[config.mk]
export PLATFORM = sky130hd
export DESIGN_NAME = ahbl_splitter_n_flat
export DESIGN_NICKNAME = d
export VERILOG_FILES = /design/src/rtl/ahbl_splitter_n_pkg.sv /design/src/rtl/ahbl_splitter_n_if.sv /design/src/rtl/ahbl_splitter_n_default_slave.sv /design/src/rtl/ahbl_splitter_n.sv /design/src/flat_wrapper.sv
export SDC_FILE = /design/constraint.sdc
export NUM_CORES = 1
export LEC_CHECK = 0
export ABC_AREA = 0
export CORE_AREA = 2 2 82 84
export DETAILED_ROUTE_END_ITERATION = 8
export DIE_AREA = 0 0 84 86
export GPL_TIMING_DRIVEN = 0
export MAX_ROUTING_LAYER = met4
export PLACE_DENSITY = 0.79
export SYNTH_ARGS = -nofsm -noshare
export SYNTH_HDL_FRONTEND = slang
export SYNTH_SLANG_ARGS = --single-unit
[constraint.sdc]
create_clock -name HCLK -period 3.1 [get_ports HCLK]
set_clock_uncertainty 0.05 [all_clocks]
set_input_delay 0.31 -clock HCLK [delete_from_list [all_inputs] [get_ports HCLK]]
set_output_delay 0.31 -clock HCLK [all_outputs]
set_load 0.01 [all_outputs]
[src/rtl/ahbl_splitter_n_pkg.sv]
// Shared AHB-Lite encodings for the splitter, default slave, RAM and GPIO blocks.
package ahbl_pkg;

  // HTRANS encodings
  localparam logic [1:0] HTRANS_IDLE   = 2'b00;
  localparam logic [1:0] HTRANS_BUSY   = 2'b01;
  localparam logic [1:0] HTRANS_NONSEQ = 2'b10;
  localparam logic [1:0] HTRANS_SEQ    = 2'b11;

  // HRESP encodings
  localparam logic HRESP_OKAY  = 1'b0;
  localparam logic HRESP_ERROR = 1'b1;

  // Default-slave FSM state encoding
  localparam logic [1:0] DS_IDLE = 2'd0;
  localparam logic [1:0] DS_ERR1 = 2'd1;
  localparam logic [1:0] DS_ERR2 = 2'd2;

  // HSIZE encodings
  localparam logic [2:0] HSIZE_BYTE = 3'b000;
  localparam logic [2:0] HSIZE_HALF = 3'b001;
  localparam logic [2:0] HSIZE_WORD = 3'b010;

  // True for transfers that actually move data (NONSEQ/SEQ)
  function automatic logic htrans_active(input logic [1:0] t);
    return (t == HTRANS_NONSEQ) || (t == HTRANS_SEQ);
  endfunction

endpackage

[src/rtl/ahbl_splitter_n_if.sv]
// AHB-Lite master-side bus plus fanned-out slave-side select/response lines.
interface ahbl_splitter_n_if #(
  parameter int NUM_S = 4
);
  logic [31:0]         HADDR;
  logic [1:0]          HTRANS;
  logic                HREADY;
  logic [31:0]         HRDATA;
  logic                HRESP;
  logic [NUM_S-1:0]    S_HSEL;
  logic [NUM_S*32-1:0] S_HRDATA;
  logic [NUM_S-1:0]    S_HREADYOUT;

  // Splitter side
  modport slave (
    input  HADDR, HTRANS, S_HRDATA, S_HREADYOUT,
    output HREADY, HRDATA, HRESP, S_HSEL
  );

  // CPU + slave-array side
  modport master (
    output HADDR, HTRANS, S_HRDATA, S_HREADYOUT,
    input  HREADY, HRDATA, HRESP, S_HSEL
  );
endinterface

[src/rtl/ahbl_splitter_n_default_slave.sv]
// AHB-Lite default slave: answers a started transfer with a two-cycle ERROR.
module ahbl_default_slave
  import ahbl_pkg::*;
(
  input  logic HCLK,
  input  logic HRESET,
  input  logic start,
  input  logic HREADY,
  output logic ready_o,
  output logic resp_o
);

  logic [1:0] state_q, state_d;

  // Next state: ERR1 always moves on, start is only sampled on an accepted address phase
  always_comb begin
    state_d = state_q;
    case (state_q)
      DS_IDLE: if (HREADY && start) state_d = DS_ERR1;
      DS_ERR1: state_d = DS_ERR2;
      DS_ERR2: state_d = (HREADY && start) ? DS_ERR1 : DS_IDLE;
      default: state_d = DS_IDLE;
    endcase
  end

  // State register
  always_ff @(posedge HCLK or posedge HRESET) begin
    if (HRESET) state_q <= DS_IDLE;
    else        state_q <= state_d;
  end

  assign ready_o = (state_q != DS_ERR1);
  assign resp_o  = (state_q == DS_ERR1) || (state_q == DS_ERR2) ? HRESP_ERROR : HRESP_OKAY;

endmodule

[src/rtl/ahbl_splitter_n.sv]
// Parametrised AHB-Lite decoder / response mux, one master to NUM_S slaves,
// with a built-in default slave for unmapped space.
// Optional: define AHBL_TIMEOUT_EN to bound slave wait states and mask hung slaves.
module ahbl_splitter_n
  import ahbl_pkg::*;
#(
  parameter int                     NUM_S       = 4,
  parameter int                     DEC_MSB     = 31,
  parameter int                     DEC_W       = 4,
  parameter logic [NUM_S*DEC_W-1:0] S_BASE      = {4'h8, 4'h4, 4'h2, 4'h0},
  parameter int                     TIMEOUT_CYC = 255
) (
  input  logic              HCLK,
  input  logic              HRESET,
  ahbl_splitter_n_if.slave  bus,
  output logic [NUM_S-1:0]  TIMEOUT_MASK
);

  // Entry NUM_S of the data-phase select is the default slave
  localparam logic [NUM_S:0] DEF_SEL = {1'b1, {NUM_S{1'b0}}};

  logic [DEC_W-1:0]       dec_field;
  logic [NUM_S-1:0]       match, hsel, masked;
  logic                   unmapped;
  logic [NUM_S:0]         dsel_q, dsel_d;
  logic                   to_hit;
  logic                   ds_start, ds_hready, ds_ready, ds_resp;
  logic [NUM_S-1:0][31:0] rd_term;
  logic [NUM_S-1:0]       rdy_term;
  logic [31:0]            rdata;
  logic                   unused_haddr;

  assign dec_field    = bus.HADDR[DEC_MSB -: DEC_W];
  assign unused_haddr = ^bus.HADDR;

  // Per-slave address match and data-phase response terms
  genvar gi;
  generate
    for (gi = 0; gi < NUM_S; gi++) begin : g_slv
      assign match[gi]    = (dec_field == S_BASE[gi*DEC_W +: DEC_W]);
      assign rd_term[gi]  = dsel_q[gi] ? bus.S_HRDATA[gi*32 +: 32] : 32'h0;
      assign rdy_term[gi] = dsel_q[gi] & bus.S_HREADYOUT[gi];
    end
  endgenerate

  // Lowest matching index owns the address; a masked owner falls to the default slave
  always_comb begin : prio
    logic taken;
    taken = 1'b0;
    hsel  = '0;
    for (int i = 0; i < NUM_S; i++) begin
      hsel[i] = match[i] & ~taken & ~masked[i];
      taken   = taken | match[i];
    end
  end

  assign unmapped   = ~|hsel;
  assign bus.S_HSEL = hsel;

`ifdef AHBL_TIMEOUT_EN
  logic [15:0]      cnt_q, cnt_d;
  logic [NUM_S-1:0] mask_q, mask_d;
  logic             stall;

  // A real slave owns the data phase and is holding the bus
  assign stall  = ~dsel_q[NUM_S] & ~bus.HREADY;
  assign to_hit = stall & (cnt_q == 16'(TIMEOUT_CYC - 1));

  // Count consecutive stalled cycles; any ready or ownership change restarts it
  always_comb begin
    cnt_d  = (stall && !to_hit) ? cnt_q + 16'd1 : 16'd0;
    mask_d = mask_q | (to_hit ? dsel_q[NUM_S-1:0] : '0);
  end

  // Timeout counter and sticky hung-slave mask
  always_ff @(posedge HCLK or posedge HRESET) begin
    if (HRESET) begin
      cnt_q  <= '0;
      mask_q <= '0;
    end else begin
      cnt_q  <= cnt_d;
      mask_q <= mask_d;
    end
  end

  assign masked = mask_q;
`else
  assign to_hit = 1'b0;
  assign masked = '0;
`endif

  assign TIMEOUT_MASK = masked;

  // Data-phase owner: follows the address phase on HREADY, seized by the default slave on timeout
  always_comb begin
    dsel_d = dsel_q;
    if (to_hit)          dsel_d = DEF_SEL;
    else if (bus.HREADY) dsel_d = {unmapped, hsel};
  end

  // Data-phase select register
  always_ff @(posedge HCLK or posedge HRESET) begin
    if (HRESET) dsel_q <= DEF_SEL;
    else        dsel_q <= dsel_d;
  end

  // A timeout injects a forced start into the default slave while the bus is stalled
  assign ds_start  = (htrans_active(bus.HTRANS) & unmapped) | to_hit;
  assign ds_hready = bus.HREADY | to_hit;

  ahbl_default_slave u_def (
    .HCLK    (HCLK),
    .HRESET  (HRESET),
    .start   (ds_start),
    .HREADY  (ds_hready),
    .ready_o (ds_ready),
    .resp_o  (ds_resp)
  );

  // OR-reduce the one-hot gated read data
  always_comb begin
    rdata = '0;
    for (int i = 0; i < NUM_S; i++) rdata = rdata | rd_term[i];
  end

  assign bus.HRDATA = rdata;
  assign bus.HREADY = dsel_q[NUM_S] ? ds_ready : |rdy_term;
  assign bus.HRESP  = dsel_q[NUM_S] ? ds_resp  : HRESP_OKAY;

endmodule

[src/flat_wrapper.sv]
// flat-port wrapper written by rule: the top's interface ports become plain ports
module ahbl_splitter_n_flat import ahbl_pkg::*;
#(
  parameter int                     NUM_S       = 4,
  parameter int                     DEC_MSB     = 31,
  parameter int                     DEC_W       = 4,
  parameter logic [NUM_S*DEC_W-1:0] S_BASE      = {4'h8, 4'h4, 4'h2, 4'h0},
  parameter int                     TIMEOUT_CYC = 255
)
  (HCLK, HRESET, TIMEOUT_MASK, bus_HADDR, bus_HTRANS, bus_S_HRDATA, bus_S_HREADYOUT, bus_HREADY, bus_HRDATA, bus_HRESP, bus_S_HSEL);
  ahbl_splitter_n_if #(.NUM_S(NUM_S)) bus_i ();
  input  logic HCLK;
  input  logic HRESET;
  output logic [NUM_S-1:0] TIMEOUT_MASK;
  input wire logic [$bits(bus_i.HADDR)-1:0] bus_HADDR;
  input wire logic [$bits(bus_i.HTRANS)-1:0] bus_HTRANS;
  input wire logic [$bits(bus_i.S_HRDATA)-1:0] bus_S_HRDATA;
  input wire logic [$bits(bus_i.S_HREADYOUT)-1:0] bus_S_HREADYOUT;
  output wire logic [$bits(bus_i.HREADY)-1:0] bus_HREADY;
  output wire logic [$bits(bus_i.HRDATA)-1:0] bus_HRDATA;
  output wire logic [$bits(bus_i.HRESP)-1:0] bus_HRESP;
  output wire logic [$bits(bus_i.S_HSEL)-1:0] bus_S_HSEL;
  assign bus_i.HADDR = bus_HADDR;
  assign bus_i.HTRANS = bus_HTRANS;
  assign bus_i.S_HRDATA = bus_S_HRDATA;
  assign bus_i.S_HREADYOUT = bus_S_HREADYOUT;
  assign bus_HREADY = bus_i.HREADY;
  assign bus_HRDATA = bus_i.HRDATA;
  assign bus_HRESP = bus_i.HRESP;
  assign bus_S_HSEL = bus_i.S_HSEL;
  ahbl_splitter_n #(.NUM_S(NUM_S), .DEC_MSB(DEC_MSB), .DEC_W(DEC_W), .S_BASE(S_BASE), .TIMEOUT_CYC(TIMEOUT_CYC)) u_core (.HCLK(HCLK), .HRESET(HRESET), .bus(bus_i), .TIMEOUT_MASK(TIMEOUT_MASK));
endmodule
# == After elaboration in Yosys (flattened, before gate mapping) ==
# Cells that the tools add are included.
# word_totals
latchBits,0
output_inout_bits,42
ramBits,0
memories,0
rom_bits,0
reg_bits,7
word_cells,45
# classes
shifts,0
bitwise_logic,16
n_mux,10
magnitude_cmp,0
reduce_logical,8
n_eq_ne,9
add_sub_neg,0
div_mod_pow,0
mul,0
# ops
op,n
two-way mux 32 bit,4
OR 32 bit,3
bitwise AND 1 bit,8
OR reduction 4 bit,2
== test 2 bit (second input constant),3
one-hot mux 2 bit (3 select lines),1
== test 4 x 2 -> 1 bit (second input constant),1
== test 4 x 3 -> 1 bit (second input constant),1
== test 4 bit (second input constant),1
zero test 4 bit,1
two-way mux 1 bit,4
NOT 1 bit,3
== test 2 x 1 -> 1 bit (second input constant),1
zero test 2 bit,1
logical OR 1 bit,2
two-way mux 2 bit,1
!= test 2 x 1 -> 1 bit (second input constant),1
!= test 2 bit (second input constant),1
OR 1 bit,2
logical AND 1 bit,1
zero test 1 bit,1

# == Depth between registers and ports, before layout ==
# Gate-level depths: netlist of the first run.
# depth
ltp_word,11
ltp_mapped,5
mapped_depth_nobuf,5

# == Cells and area by module ==
# From an unflattened synthesis of the first run, not the netlist that was laid out.
# unflattened
hier_cells,157
area_unflattened_um2,1161.1
# modules_own_cells
mod,area_per_inst_um2,cells_each,instances
ahbl_splitter_n,980.9,140,1
ahbl_default_slave,180.2,17,1

# == Worst setup path before layout of the first run ==
# No wires, ideal clock.
# synth_timing
kind,reg2reg
from,reg u_core.dsel_q[0]
to,reg u_core.u_def.state_q[1]
n_path_buf,1
stages_incl_launch_ff,6
slack_ns,1.424
arrival_ns,1.501
path_cell_list,dfrtp_1 buf_2 a222oi_1 a22oi_2 a21boi_2 mux2_2
# synth_between
elab_chain_cells,5
# synth_rtl
element,line,rtl
start: declaration,ahbl_splitter_n.sv:25,"logic [NUM_S:0] dsel_q, dsel_d;"
start signal: assignment,ahbl_splitter_n.sv:104,else dsel_q <= dsel_d;
bitwise AND 1 bit,ahbl_splitter_n.sv:42,assign rdy_term[gi] = dsel_q[gi] & bus.S_HREADYOUT[gi];
OR reduction 4 bit,ahbl_splitter_n.sv:127,assign bus.HREADY = dsel_q[NUM_S] ? ds_ready : |rdy_term;
two-way mux 1 bit,ahbl_splitter_n.sv:127,
net bus_HREADY,flat_wrapper.sv:19,output wire logic [$bits(bus_i.HREADY)-1:0] bus_HREADY;
logical AND 1 bit,ahbl_splitter_n_default_slave.sv:19,DS_IDLE: if (HREADY && start) state_d = DS_ERR1;
!= test 2 bit (no source line),n/a,
end signal: assignment,ahbl_splitter_n_default_slave.sv:29,else state_q <= state_d;
end: declaration,ahbl_splitter_n_default_slave.sv:13,"logic [1:0] state_q, state_d;"
# The timed path passes the listed nets, and every way through them passes these cells.
# A chain may end at the register's enable or synchronous reset.

# == Final worst setup path of the first run ==
# layout_timing
from,reg u_core.u_def.state_q[1]
to,out bus_HREADY
# layout_between
elab_chain_cells,2
# layout_rtl
element,line,rtl
!= test 2 x 1 -> 1 bit,ahbl_splitter_n_default_slave.sv:32,assign ready_o = (state_q != DS_ERR1);
two-way mux 1 bit,ahbl_splitter_n.sv:127,
end: declaration,flat_wrapper.sv:19,
# No other way between the ends.

==> flow_summary.toml, run 1 <==
[worst_setup_path]
path_class = "flip-flop to primary output"
reg2regPathDepth = 5
slowest_delay_ps = 640
end_kind = "primary output"
crit_family = "buffers and inverters"
cp.depth = 4
path_buf_inv = 2
critical_path_required_ps = 2740
slowest_stage = "clkdlybuf4s50_1"
critical_path_arrival_ps = 2020
start_kind = "flip-flop"
path_max_fanout = 9
crit_chain = "inv_1 > ha_1 > a22oi_2 > clkdlybuf4s50_1"

[floorplanning]
die_w_um = 84
die_h_um = 86
placement_rows = 29
core_mm2 = 0.00628
die-area_mm2 = 0.00722
pin_count = 210
start_util_pct = 18.2

[clock_tree]
cts-root-buf = "clkbuf_8"
clock-sinks = 7
cts_tree = "done"
post_cts_buffers = 0
cts_buffer_depth = 2
clk_pin_slew_ps = 40
ctsResizeCount = 0
cts_hold_buf = 0
htreeDepth = 1
insertion_delay_ps = 230
cts_made_buffers = 3

[final_layout]
fillCellCount = 617
multiInputGateArea_um2 = 868
layout-drive-gt1-share_pct = 5.92
final_nets = 512
antennaDiodeCount = 0
syn_to_final_growth_pct = 167
regArea_um2 = 176
fin_area_mm2 = 0.00306

[global_route]
grt-ovfl-total = 0
grt_max_degree = 11
grt_pass1_vias = 2026
antenna_found_initial = 0
grt_pass1_wl_mm = 9.34
grtUsageTotal_pct = 16.2

[placed_design]
port_buffers = 176
place_area_mm2 = 0.00301
dp_hpwl_mm = 5.17
place_congestion = 0.780

[route]
via_per_inst = 4.77
routed_wl_mm = 6.19
ant_nets = 0
drtIter0Drc = 53
post-route-drc-count = 0
num_vias = 1981
dr.pass1.iters = 4
wl_per_cell_um = 14.9

[sta]
fmax_ghz = 0.421
final-setup-viol-count = 0
tns_ps = 0
finalHoldViolations = 0
drv_slew = 0
fin_crit_ps = 2380
timing.final.crit_share_pct = 76.6
hold_ws_ps = 266
rsz0062_at_grt = "false"

[synthesis]
ys.flop_type = "dfrtp_1"
synth_edf_count = 0
synth.avg_cell_area_um2 = 7.38
synth_cell_types = 24
ys_seq_area_share_pct = 15.4
synth_top_family_by_area = "compound AO/OA/AOI/OAI gates"
synthSimpleGateAreaFrac_pct = 15.1
ys_warn_count = 0
muxShareOfSynthArea_pct = 4.92
synth-xor-area-share_pct = 0
ys_top_cells_by_area = "a22oi_1 42%, dfrtp_1 13%, nand2_1 11%"
synth_cells = 155
syn_area_mm2 = 0.00114
ys_ff_latch = 7
synthArstFlopShare_pct = 100
yosysTopAreaCellShare_pct = 42.0
synth_top_area_cell = "a22oi_1"
synth_compound_area_share_pct = 48.2
synth_fa_ha_area_share_pct = 6.35

[pwr]
ir_worst_vdd_v = 0.000101
seqPwrFrac_pct = 22.0
p_clk_share_pct = 30.8
p_comb_share_pct = 47.2
p_sw_share_pct = 18.4
p_leak_nw = 1.24
p_int_mw = 0.340
p_per_area_mw_per_mm2 = 137
p_switching_mw = 0.0770

[worst_hold_path]
hold_class = "primary input to asynchronous set/reset pin"

[job]
cap_viol_max_count = 0

[run_status]
status = "completed"
-- metrics by stage --
stage                     util [%]  cells  power [mW]  worst slack, ps
after detailed placement      48.0    411       0.289              831
after global placement        48.0    411       0.286              845
after floorplan                  -    158       0.107             1420
final                         48.7    415       0.417              724
after global routing          48.7    415       0.438              629
after CTS                     48.7    415       0.422              712
-- final timing paths --
| kind | startpoint | end | slack (ps) |
|---|---|---|---|
| max in group asynchronous | HRESET | u_core.dsel_q[4] | 2470 |
| worst min-delay path | HRESET | u_core.u_def.state_q[0] | 270 |
| min in group HCLK | u_core.u_def.state_q[1] | u_core.u_def.state_q[1] | 530 |
| worst max-delay path | u_core.u_def.state_q[1] | bus_HREADY | 720 |
| worst max register to register | u_core.dsel_q[0] | u_core.u_def.state_q[1] | 1300 |
| worst min register to register | u_core.u_def.state_q[1] | u_core.u_def.state_q[1] | 530 |
-- power by group through the flow --
stage / clock [mW] / combinational, mW / sequential [mW]
floorplan: 0 / 0.0136 / 0.0931
CTS: 0.133 / 0.197 / 0.0918
detailed placement: 0 / 0.196 / 0.0931
global placement: 0 / 0.193 / 0.0931
finish: 0.129 / 0.197 / 0.0919
global route: 0.138 / 0.208 / 0.0918
-- logic make-up after synthesis --
logic type      count (synthesis)
compound gates                 72
simple gates                   40
buf+inv                        24
mux                             5
other cells                     1
flops                           7
fa+ha+maj                       6
-- cells in the mapped netlist, types with 3 or more instances --
master / number
a22oi_1: 64
buf_2: 4
buf_4: 4
clkbuf_1: 12
dfrtp_1: 6
ha_1: 5
inv_1: 4
mux2_2: 5
nand2_1: 34
nor4b_1: 3
-- final cells by class --
class	instances	area share, %
Inverter	4	0.491
Tap cell	77	3.15
Sequential cell	7	5.77
Multi-Input combinational cell	127	28.4
Buffer	20	3.11
Clock buffer	4	1.47
Timing Repair Buffer	176	57.6
-- placed cells by master, fill, tap and decap left out, types with 4 or more instances in the layout --
cell type and instances:
a22oi_1 64, buf_2 4, buf_4 4, clkbuf_1 13, clkdlybuf4s50_1 176, conb_1 4, dfrtp_1 6, ha_1 5
inv_1 4, mux2_2 5, nand2_1 34
-- sequential cells by signal, indices dropped and copies added (netlist names) --
register / cells
u_core.u_def.state_q: 2
u_core.dsel_q: 5
-- routing by layer --
layer / up-vias / share of wire [%] / GRT usage (%)
li1: 962 / - / -
met3: 4 / 7.9 / 2.98
met5: - / 0 / -
met1: 897 / 38 / 16.7
met2: 118 / 53 / 31.3
met4: 0 / 0.71 / 4.40
Note: power is estimated with default switching activity, not from simulation.
==> inputs of run 2 (changes only) <==
--- a/config.mk
+++ b/config.mk
@@ -6,12 +6,12 @@
 export NUM_CORES = 1
 export LEC_CHECK = 0
 export ABC_AREA = 0
-export CORE_AREA = 2 2 82 84
+export CORE_AREA = 2 2 81 83
 export DETAILED_ROUTE_END_ITERATION = 8
-export DIE_AREA = 0 0 84 86
+export DIE_AREA = 0 0 83 85
 export GPL_TIMING_DRIVEN = 0
 export MAX_ROUTING_LAYER = met4
-export PLACE_DENSITY = 0.79
+export PLACE_DENSITY = 0.83
 export SYNTH_ARGS = -nofsm -noshare
 export SYNTH_HDL_FRONTEND = slang
 export SYNTH_SLANG_ARGS = --single-unit
==> constraint.sdc (replaced) <==
create_clock -name HCLK -period 1.95 [get_ports HCLK]
set_clock_uncertainty 0.05 [all_clocks]
set_input_delay 0.195 -clock HCLK [delete_from_list [all_inputs] [get_ports HCLK]]
set_output_delay 0.195 -clock HCLK [all_outputs]
set_load 0.01 [all_outputs]
==> flow_summary.toml, run 2 (synthesis results as in run 1) <==
[run_status]
status = "completed"

[route]
num_vias = 2016
via_per_inst = 4.83
post-route-drc-count = 0
drtIter0Drc = 69
wl_per_cell_um = 16.4
ant_nets = 0
routed_wl_mm = 6.84
dr.pass1.iters = 5

[final_layout]
regArea_um2 = 176
layout-drive-gt1-share_pct = 13.8
largest_reg_flops = 5
syn_to_final_growth_pct = 188
fillCellCount = 584
antennaDiodeCount = 0
top_register = "u_core.dsel_q"
fin_area_mm2 = 0.00330
utilization_pct = 53.2
multiInputGateArea_um2 = 965
stdcell_count = 417
final_nets = 514
final_cell_mix = "139 x clkdlybuf4s50_1, 55 x a22oi_1, 34 x nand2_1, 23 x dlymetal6s2s_1, 14 x dlygate4sd2_1"
top_regs = "u_core.dsel_q (5), u_core.u_def.state_q (2)"
final_common_cell = "clkdlybuf4s50_1"

[pwr]
p_switching_mw = 0.134
p_comb_share_pct = 48.4
p_leak_nw = 1.82
p_per_area_mw_per_mm2 = 205
seqPwrFrac_pct = 21.6
p_clk_share_pct = 30.1
p_int_mw = 0.543
total_power_mw = 0.677
p_sw_share_pct = 19.8
ir_worst_vdd_v = 0.000382

[floorplanning]
die_h_um = 85
pin_count = 210
placement_rows = 29
start_util_pct = 18.4
core_mm2 = 0.00620
die_w_um = 83
die-area_mm2 = 0.00706

[sta]
final-setup-viol-count = 0
hold_ws_ps = 149
rsz0062_at_grt = "true"
finalHoldViolations = 0
fin_crit_ps = 1880
timing.final.crit_share_pct = 96.5
setup_ws_ps = 68.3
tns_ps = 0
fmax_ghz = 0.531
drv_slew = 0

[placed_design]
place_congestion = 0.848
port_buffers = 176
dp.cells = 411
place_area_mm2 = 0.00301
place_worst_setup_slack_ps = -169
dp_hpwl_mm = 5.45

[worst_setup_path]
critical_path_arrival_ps = 1940
rrSetupSlack_ps = 70
path_class = "flip-flop to flip-flop"
end_kind = "flip-flop"
crit_start = "u_core.dsel_q[0]"
slowest_delay_ps = 400
r2r-end = "u_core.u_def.state_q[1]"
slowest_stage = "a222oi_1"
critical_path_required_ps = 2010
start_kind = "flip-flop"
path_buf_inv = 2
path_max_fanout = 8
crit_family = "compound AO/OA/AOI/OAI gates"
r2r_start = "u_core.dsel_q[0]"
cp.depth = 6
crit_chain = "buf_2 > a222oi_1 > a22oi_2 > buf_4 > a21boi_2 > mux2_2"
endpoint = "u_core.u_def.state_q[1]"
reg2regPathDepth = 6

[worst_hold_path]
hold_class = "primary input to asynchronous set/reset pin"

[clock_tree]
cts-root-buf = "clkbuf_8"
cts_hold_buf = 0
cts_made_buffers = 3
insertion_delay_ps = 220
htreeDepth = 1
cts_buffer_depth = 2
clk_pin_slew_ps = 40
cts_tree = "done"
clock-sinks = 7

[job]
cap_viol_max_count = 0

[global_route]
grt_pass1_vias = 2128
grt_max_degree = 11
grtUsageTotal_pct = 18.2
grt_pass1_wl_mm = 10.2
grt-ovfl-total = 0
antenna_found_initial = 0
[run 2: worst min path at each step]
stage               cells after the start               end
floorplan                               1  u_core.dsel_q[0]
global placement                        2  u_core.dsel_q[2]
detailed placement                      2  u_core.dsel_q[2]
CTS                                     2  u_core.dsel_q[2]
global route                            2  u_core.dsel_q[3]
finish                                  2  u_core.dsel_q[3]
[run 2: area by class of cell]
| cell class | instances | share of cell area [%] |
|---|---|---|
| Multi-Input combinational cell | 127 | 29.2 |
| Buffer | 20 | 5.58 |
| Clock buffer | 4 | 1.37 |
| Sequential cell | 7 | 5.35 |
| Timing Repair Buffer | 178 | 55.1 |
| Inverter | 4 | 0.455 |
| Tap cell | 77 | 2.92 |
[run 2: power groups by stage]
stage | combinational (mW) | clock, mW | sequential [mW]
final | 0.327 | 0.203 | 0.146
after global routing | 0.344 | 0.223 | 0.146
after CTS | 0.324 | 0.203 | 0.146
after detailed placement | 0.313 | 0 | 0.148
after global placement | 0.307 | 0 | 0.148
after floorplan | 0.0216 | 0 | 0.148
[run 2: repair_timing]
| action | 4_1_cts | 5_1_grt |
|---|---|---|
| pin swaps | 2 | 1 |
| endpoints found under the setup margin | 36 | 23 |
| buffers inserted | 1 | 1 |
| gates resized for setup | 58 | 30 |
[run 2: worst register-to-register path, stage by stage, from the launching register on]
cell and delay [ps]:
dfrtp_1 340, buf_2 180, a222oi_1 400, a22oi_2 120, buf_4 200, a21boi_2 140
mux2_2 340
[run 2: metal layers]
| metal | vias up | global-route usage (%) | part of all wire (%) |
|---|---|---|---|
| met4 | 0 | 3.43 | 0.98 |
| met2 | 113 | 35.2 | 53 |
| li1 | 967 | - | - |
| met3 | 6 | 5.06 | 7.6 |
| met5 | - | - | 0 |
| met1 | 930 | 18.3 | 39 |
